--- config.mk ---
export PLATFORM = sky130hd
export DESIGN_NAME = bpm_beat_generator
export DESIGN_NICKNAME = d
export VERILOG_FILES = /design/src/rtl/bpm_beat_generator.sv
export SDC_FILE = /design/constraint.sdc
export NUM_CORES = 1
export LEC_CHECK = 0
export CAP_MARGIN = 25
export CORE_MARGIN = 4
export CORE_UTILIZATION = 54
export DETAILED_ROUTE_END_ITERATION = 16
export PLACE_DENSITY = 0.77
export SYNTH_ARGS = -nofsm -noshare
export SYNTH_HDL_FRONTEND = slang
export SYNTH_SLANG_ARGS = --single-unit
--- constraint.sdc ---
create_clock -name i_clk -period 2.3 [get_ports i_clk]
set_input_delay 0.345 -clock i_clk [delete_from_list [all_inputs] [get_ports i_clk]]
set_output_delay 0.345 -clock i_clk [all_outputs]
set_load 0.05 [all_outputs]
--- src/rtl/bpm_beat_generator.sv ---
// Metronome beat generator: divides 60*CLK_FREQ_HZ by a clamped BPM to get the beat period.
// Optional eighth-note output o_subbeat is enabled by defining BPM_SUBDIV_EN.
module bpm_beat_generator #(
    parameter int unsigned CLK_FREQ_HZ   = 50000000,
    parameter int unsigned BPM_MIN       = 30,
    parameter int unsigned BPM_MAX       = 300,
    parameter int unsigned DEFAULT_BPM   = 120,
    parameter int unsigned BEATS_PER_BAR = 4
) (
    input  logic        i_clk,
    input  logic        i_reset,
    input  logic        i_run,
    input  logic [8:0]  i_bpm,
    input  logic        i_bpm_load,
    output logic        o_beat,
    output logic        o_bar_start,
    output logic [2:0]  o_beat_idx,
    output logic        o_busy,
`ifdef BPM_SUBDIV_EN
    output logic        o_subbeat,
`endif
    output logic [31:0] o_period
);

    localparam logic [31:0] DIVIDEND       = 32'(60 * CLK_FREQ_HZ);
    localparam logic [31:0] DEFAULT_PERIOD = DIVIDEND / 32'(DEFAULT_BPM);
    localparam logic [8:0]  BPM_LO         = 9'(BPM_MIN);
    localparam logic [8:0]  BPM_HI         = 9'(BPM_MAX);
    localparam logic [2:0]  LAST_IDX       = 3'(BEATS_PER_BAR - 1);

    typedef enum logic [1:0] {StIdle, StDiv, StDone} div_state_e;

    div_state_e  state_q;
    logic        busy_q;
    logic [8:0]  divisor_q;
    logic [31:0] dvd_q, dvd_d;
    logic [8:0]  rem_q, rem_d;
    logic [4:0]  bit_cnt_q;
    logic [31:0] pending_q;
    logic [8:0]  bpm_clamped;
    logic [9:0]  rem_shift;
    logic        rem_ge;

    always_comb begin
        bpm_clamped = i_bpm;
        if (i_bpm < BPM_LO) begin
            bpm_clamped = BPM_LO;
        end else if (i_bpm > BPM_HI) begin
            bpm_clamped = BPM_HI;
        end
    end

    // Restoring step: dvd_q shifts its MSB into the remainder while quotient bits shift in.
    always_comb begin
        rem_shift = {rem_q, dvd_q[31]};
        rem_ge    = rem_shift >= {1'b0, divisor_q};
        rem_d     = rem_ge ? 9'(rem_shift - {1'b0, divisor_q}) : rem_shift[8:0];
        dvd_d     = {dvd_q[30:0], rem_ge};
    end

    always_ff @(posedge i_clk or negedge i_reset) begin
        if (!i_reset) begin
            state_q   <= StIdle;
            busy_q    <= 1'b0;
            divisor_q <= BPM_HI;
            dvd_q     <= '0;
            rem_q     <= '0;
            bit_cnt_q <= '0;
            pending_q <= DEFAULT_PERIOD;
        end else if (i_bpm_load) begin
            // A load always wins, aborting any computation in flight.
            state_q   <= StDiv;
            busy_q    <= 1'b1;
            divisor_q <= bpm_clamped;
            dvd_q     <= DIVIDEND;
            rem_q     <= '0;
            bit_cnt_q <= '0;
        end else begin
            unique case (state_q)
                StIdle: begin
                    busy_q <= 1'b0;
                end
                StDiv: begin
                    dvd_q     <= dvd_d;
                    rem_q     <= rem_d;
                    bit_cnt_q <= bit_cnt_q + 5'd1;
                    if (bit_cnt_q == 5'd31) begin
                        state_q <= StDone;
                    end
                end
                StDone: begin
                    pending_q <= dvd_q;
                    busy_q    <= 1'b0;
                    state_q   <= StIdle;
                end
                default: begin
                    state_q <= StIdle;
                    busy_q  <= 1'b0;
                end
            endcase
        end
    end

    logic        run_q;
    logic        beat_q, beat_d;
    logic        bar_q, bar_d;
    logic [2:0]  idx_q, idx_d;
    logic [31:0] cnt_q, cnt_d;
    logic [31:0] period_q, period_d;
    logic        start, due;

    // cnt_q is 1 in the beat cycle, so a beat is due once it reaches the period.
    always_comb begin
        start    = i_run && !run_q;
        due      = run_q && (cnt_q >= period_q);
        beat_d   = i_run && (start || due);
        idx_d    = idx_q;
        cnt_d    = cnt_q + 32'd1;
        period_d = period_q;
        if (!i_run || start) begin
            idx_d = '0;
        end else if (due) begin
            idx_d = (idx_q == LAST_IDX) ? 3'd0 : idx_q + 3'd1;
        end
        if (!i_run) begin
            cnt_d = '0;
        end else if (beat_d) begin
            cnt_d    = 32'd1;
            period_d = pending_q;
        end
        bar_d = beat_d && (idx_d == 3'd0);
    end

    always_ff @(posedge i_clk or negedge i_reset) begin
        if (!i_reset) begin
            run_q    <= 1'b0;
            beat_q   <= 1'b0;
            bar_q    <= 1'b0;
            idx_q    <= '0;
            cnt_q    <= '0;
            period_q <= DEFAULT_PERIOD;
        end else begin
            run_q    <= i_run;
            beat_q   <= beat_d;
            bar_q    <= bar_d;
            idx_q    <= idx_d;
            cnt_q    <= cnt_d;
            period_q <= period_d;
        end
    end

`ifdef BPM_SUBDIV_EN
    logic sub_q, sub_d;

    always_comb begin
        sub_d = i_run && run_q && !due && (cnt_q == {1'b0, period_q[31:1]});
    end

    always_ff @(posedge i_clk or negedge i_reset) begin
        if (!i_reset) begin
            sub_q <= 1'b0;
        end else begin
            sub_q <= sub_d;
        end
    end

    assign o_subbeat = sub_q;
`endif

    assign o_beat      = beat_q;
    assign o_bar_start = bar_q;
    assign o_beat_idx  = idx_q;
    assign o_busy      = busy_q;
    assign o_period    = period_q;

endmodule

=== After elaboration in Yosys (flattened, before gate mapping) ===
Index checks and enable logic that the tools add are counted.

* RAM bits: 0
* ROM bits: 0
* Register bits after elaboration: 160
* Bits of input ports: 13
* Memories: 0
* Bits in latches: 0
* Word-level logic and storage cells: 62

* Divide/modulo/power cells: 0
* Muxes and demuxes: 19
* Multiply operators: 0
* Shift-type cells: 0
* Bitwise operators: 1
* $lt $le $gt $ge: 4
* Eq/ne operators: 7
* Reductions and logical operators: 14
* Add/subtract/negate cells: 4

{| class="wikitable"
|+ Operators with widths
! cell !! number
|-
| 32-bit two-way mux || 4
|-
| 9-bit two-way mux || 5
|-
| 32-bit by 1-bit adder with 32-bit output, second input constant || 1
|-
| 32-bit greater-or-equal comparator || 1
|-
| 10-bit by 9-bit greater-or-equal comparator with 1-bit output || 1
|-
| 5-bit two-way mux || 2
|-
| 9-bit greater-than comparator, second input constant || 1
|-
| 9-bit by 5-bit less-than comparator with 1-bit output, second input constant || 1
|-
| 3-bit two-way mux || 3
|-
| 9-bit subtractor || 1
|-
| 2-bit AND reduction || 3
|-
| 5-bit by 1-bit adder with 5-bit output, second input constant || 1
|-
| 5-bit == test, second input constant || 1
|-
| 1-bit logical AND || 4
|-
| 2-bit two-way mux || 2
|-
| 2-bit != test, second input constant || 2
|-
| 2-bit one-hot mux with 2 select lines || 1
|-
| 3-bit by 1-bit adder with 3-bit output, second input constant || 1
|-
| 3-bit by 2-bit == test with 1-bit output, second input constant || 1
|-
| 3-bit zero test || 1
|-
| 3-bit != test, second input constant || 1
|-
| 2-bit by 1-bit == test with 1-bit output, second input constant || 1
|-
| 2-bit == test, second input constant || 1
|-
| 1-bit zero test || 2
|-
| 5 further kinds || 7
|}

=== Depth between registers and ports, before layout ===
Gate-level depths: netlist of the first run.

* Word-level depth: 6
* Mapped depth: 12

=== Worst setup path after synthesis of the first run ===
No wires, ideal clock.

* Path kind: register -> register
* From: reg period_q[14], in the netlist o_period[14]
* To: reg period_q[10], in the netlist o_period[10]
* Arrival time: 2.653 ns
* Path slack: -0.481 ns
* Clock period less this slack: 2.781 ns
* Cell stages (with the launch flop): 12
* Required time: 2.172 ns
* Path through: dfstp_2 > inv_1 > ha_1 > a21o_1 > a21o_1 > a221oi_2 > o221ai_2 > nor3_4 > nand2_1 > nand2_2 > buf_6 > mux2_1

* Word-level cells in the longest chain between the ends: 5

{| class="wikitable"
|+ RTL lines
! element !! line !! RTL
|-
| start: declaration || 109 || <nowiki>logic [31:0] period_q, period_d;</nowiki>
|-
| start signal: assignment || 148 || <nowiki>period_q <= period_d;</nowiki>
|-
| 32-bit greater-or-equal comparator || 115 || <nowiki>due = run_q && (cnt_q >= period_q);</nowiki>
|-
| 1-bit logical AND || 115 ||
|-
| 1-bit logical OR || 116 || <nowiki>beat_d = i_run && (start || due);</nowiki>
|-
| 1-bit logical AND || 116 ||
|-
| 2-bit AND reduction (no source line) || n/a ||
|}

No other way between the ends.
A chain may end at the register's enable or synchronous reset.

=== Final worst setup path of the first run ===
* From: reg period_q[14], in the netlist o_period[14]
* To: reg bar_q, in the netlist o_bar_start

* Word-level cells in the longest chain between the ends: 6
* Elaborated cells between the ends (all ways): 8
* Classes of those cells: order compare (1); mux (2); reduce/logical (5)

{| class="wikitable"
|+ RTL lines
! element !! line !! RTL
|-
| 32-bit greater-or-equal comparator || 115 ||
|-
| 1-bit logical AND || 115 ||
|-
| 3-bit two-way mux || 122 || <nowiki>end else if (due) begin</nowiki>
|-
| 3-bit two-way mux || 120 || <nowiki>if (!i_run || start) begin</nowiki>
|-
| via idx_d[0] || 107 || <nowiki>logic [2:0] idx_q, idx_d;</nowiki>
|-
| 3-bit zero test || 131 || <nowiki>bar_d = beat_d && (idx_d == 3'd0);</nowiki>
|-
| 1-bit logical AND || 131 ||
|-
| via bar_d || 106 || <nowiki>logic bar_q, bar_d;</nowiki>
|-
| end signal: assignment || 145 || <nowiki>bar_q <= bar_d;</nowiki>
|-
| end: declaration || 106 ||
|}

The timed path passes the listed nets, and every way through them passes these cells.

==> run metrics, run 1 <==
outcome=complete, but fails checks; violated checks=setup timing; number of buffer cells added on primary ports=50; most instantiated library cell after synthesis=dfrtp_1; TritonCTS Buffers=17; launch point of the worst reg-to-reg path=o_period[14]; number of fillers in the final layout=788; Startpoint Class=flip-flop; number of distinct library cells after synthesis=58; fin crit period=approximately 2.8 ns; Leak Pwr=around 4.8 nW; TritonRoute pass-1 iters=6; Iter 0 DRT Violations=611; Cell Area, Placed=around 0.009 sq mm; Avg WL per Cell=20.5 um; floorplan die area=0.0164 sq mm; share of the yosys chip area belonging to registers=0.520; slew at the pin with the worst max-slew slack=~0.66 ns; row cnt=43; final count of pins violating max slew=0; post-synthesis instance total=a little over 700; maximum clock frequency=roughly 0.36 GHz; total track usage=0.252; RSZ-0062 raised after global routing=true; height of the die=approximately 130 um; number of I/O pins=just over 50; origin of the worst setup path=o_period[14]; max-cap viol count=0; via count of the first global-routing pass=approximately 6.3k; Synth top area share=0.426; critical path endpoint category=flip-flop; ratio of cells with drive above 1 in the final layout=0.369; sinks on the clock net=160; Hold Path Class=in2async; number of antenna violations at the first check in global routing=0; Placement Setup Slack=-0.404 ns; Worst EP arrival=3.11 ns; peak supply drop=roughly 640 uV; worst hold margin=around 0.42 ns; Max clock buf depth=2; post-synthesis sequential element count=160; Multi-input gate area=~0.0040 sq mm; total detailed-routing wirelength=between 20000 and 25000 um; power per cell area=between 600 and 700 mW/mm^2; synth cell count leaders=dfrtp_1, nand2_1, nor2_1; H-tree levels=4; sequential standard cell area=0.00404 sq mm; worst skew pair latency=between 0.4 and 0.5 ns; floorplan die width=approximately 130 um; synthesized area divided by synthesized cell count=around 11 sq um; effective utilization at floorplan=0.555; critical path type=reg2reg; number of enable-type register cells in the synthesized netlist=0; finished layout cell area=0.0106 sq mm; number of inserted diodes=0; via count=6217; biggest fanout along the worst timing path=4; total DRC errors in the routed layout=0; pin count of the biggest net entering global routing=between 50 and 60; register clock-pin slew on the reported worst setup and hold paths=roughly 0.070 ns; worst slew margin relative to its limit=0.557; biggest area consumer among synthesized cells=dfrtp_1; global-route wire length before repair=about 32000 um; half-perimeter wire length after detailed placement=around 13000 um; vias per cell=just under 6; core area=0.0140 sq mm; combined area of all synthesized cells=about 0.0078 sq mm; required time at the worst-slack endpoint=2.63 ns; clock tree from TritonCTS=built; last weighted congestion value of the routability-driven placer=0.902; Final WS setup=-0.480 ns; clock tree skew after final layout=around 0.011 ns; endpoints failing setup=68; Yosys Warn Count=0; number of hold violations in the final report=0; antenna-violating nets left=0; proportion of synthesized flip-flops having asynchronous set or reset=1.00; synthesized netlist net count=780; final cycle utilization of the critical path=1.21; cell types occupying the most area after synthesis=dfrtp_1, dfstp_2, ha_1; most used flip-flop cell after synthesis=dfrtp_1; remaining global-route overflow=0; post-layout net count=approximately 930; Layout Area Growth over Synthesis=36.3%; cell at the root of the clock tree=clkbuf_16
cells in the final DEF (no fill, tap or decap), drive strengths merged, types with 3 or more instances in the layout:
cell and instances:
a21o 4, nor3 10, and2 3, clkdlybuf4s50 48, o21a 4, inv 56, nor2b 7, nor4 4
buf 107, nor2 61, o21ai 16, a211oi 11, nand2 96, nand3 30, xnor2 12, dfrtp 132
xor2 24, mux2i 9, a21oi 38, nand2b 3, clkbuf 24, clkinv 5, dfstp 28, and3 9
mux2 65, ha 45, nand4 8
worst paths after layout:
path                                      to  cells after the start  slack (ns)
worst max register to register   o_bar_start                     11       -0.48
min in group i_clk                    o_busy                      2        0.48
worst max-delay path             o_bar_start                     11       -0.48
max in group asynchronous       divisor_q[8]                      3        1.12
worst min register to register        o_busy                      2        0.48
worst min-delay path               cnt_q[24]                      2        0.42
power by group:
| group | internal, mW | leakage, nW | total [mW] | switching, mW |
|---|---|---|---|---|
| logic | 0.657 | 2.52 | 1.30 | 0.638 |
| registers | 2.95 | 2.04 | 3.07 | 0.122 |
| clock network | 1.57 | 0.286 | 2.82 | 1.24 |
| total | 5.18 | 4.84 | 7.18 | 2.00 |
layer usage:
metal | global-route usage | up-vias | part of all wire
li1 | - | 2756 | -
met1 | 0.312 | 3152 | 0.40
met2 | 0.419 | 227 | 0.51
met3 | 0.0671 | 82 | 0.045
met4 | 0.106 | 0 | 0.039
met5 | 0 | - | 0
through the flow:
step / TNS, ns / cells / util / total power, mW
2_1_floorplan: -19.73 / 721 / - / 3.84
3_3_place_gp: -12.16 / 1017 / 0.661 / 4.12
3_5_place_dp: -21.26 / 1017 / 0.661 / 4.18
4_1_cts: -9.98 / 1058 / 0.719 / 7.03
5_1_grt: -32.89 / 1068 / 0.756 / 7.46
6_report: -26.58 / 1068 / 0.756 / 7.18
flip-flops by register name, indices dropped and copies added (netlist names):
signal,flops
o_bar_start,1
pending_q,32
o_beat,1
dvd_q,32
state_q,2
bit_cnt_q,5
divisor_q,9
o_period,32
o_beat_idx,3
run_q,1
cnt_q,32
o_busy,1
rem_q,9
logic make-up (layout without fill, tap and decap cells):
kind of cell,count (synthesis),after routing,synth area share
adders and majority gates,46,46,0.0751
AOI/OAI and AO/OA,90,90,0.0738
DFF,160,160,0.520
and+or+nand+nor,238,238,0.144
muxes,74,74,0.106
buffers and inverters,77,244,0.0403
xor gates and xnor gates,36,36,0.0406
final cells by class:
class,instances,share of cell area
clock buffer,20,0.0432
tap,180,0.0213
clock inverter,12,0.0116
timing repair buffer,161,0.144
inverter,51,0.0181
multi-input combinational,484,0.380
sequential,160,0.382
repair_timing:
item / CTS / global route
endpoints found under the hold margin: 32 / 0
gates resized for setup: 32 / 90
buffers inserted: 7 / 4
setup endpoints to repair: 77 / 78
gates cloned: 1 / 6
hold buffers: 1 / 0
pin swaps: 18 / 12
worst max-delay path, cell delays in order (launching register included):
cell,delay (ns)
dfstp_2,0.55
inv_2,0.06
ha_4,0.24
a21o_1,0.16
a21o_1,0.18
a221oi_2,0.30
o221ai_2,0.17
nor3_4,0.19
buf_6,0.16
mux2i_4,0.26
nor2_4,0.07
nor4_4,0.33
(Power assumes the default switching activity.)
==> inputs of run 2 (changes only) <==
--- a/config.mk
+++ b/config.mk
@@ -10,6 +10,8 @@
 export CORE_UTILIZATION = 54
 export DETAILED_ROUTE_END_ITERATION = 16
 export PLACE_DENSITY = 0.77
+export RECOVER_POWER = 100
+export SLEW_MARGIN = 30
 export SYNTH_ARGS = -nofsm -noshare
 export SYNTH_HDL_FRONTEND = slang
 export SYNTH_SLANG_ARGS = --single-unit
==> results of run 2 <==
No change in the layout: final DEF, timing and power equal those of run 1.
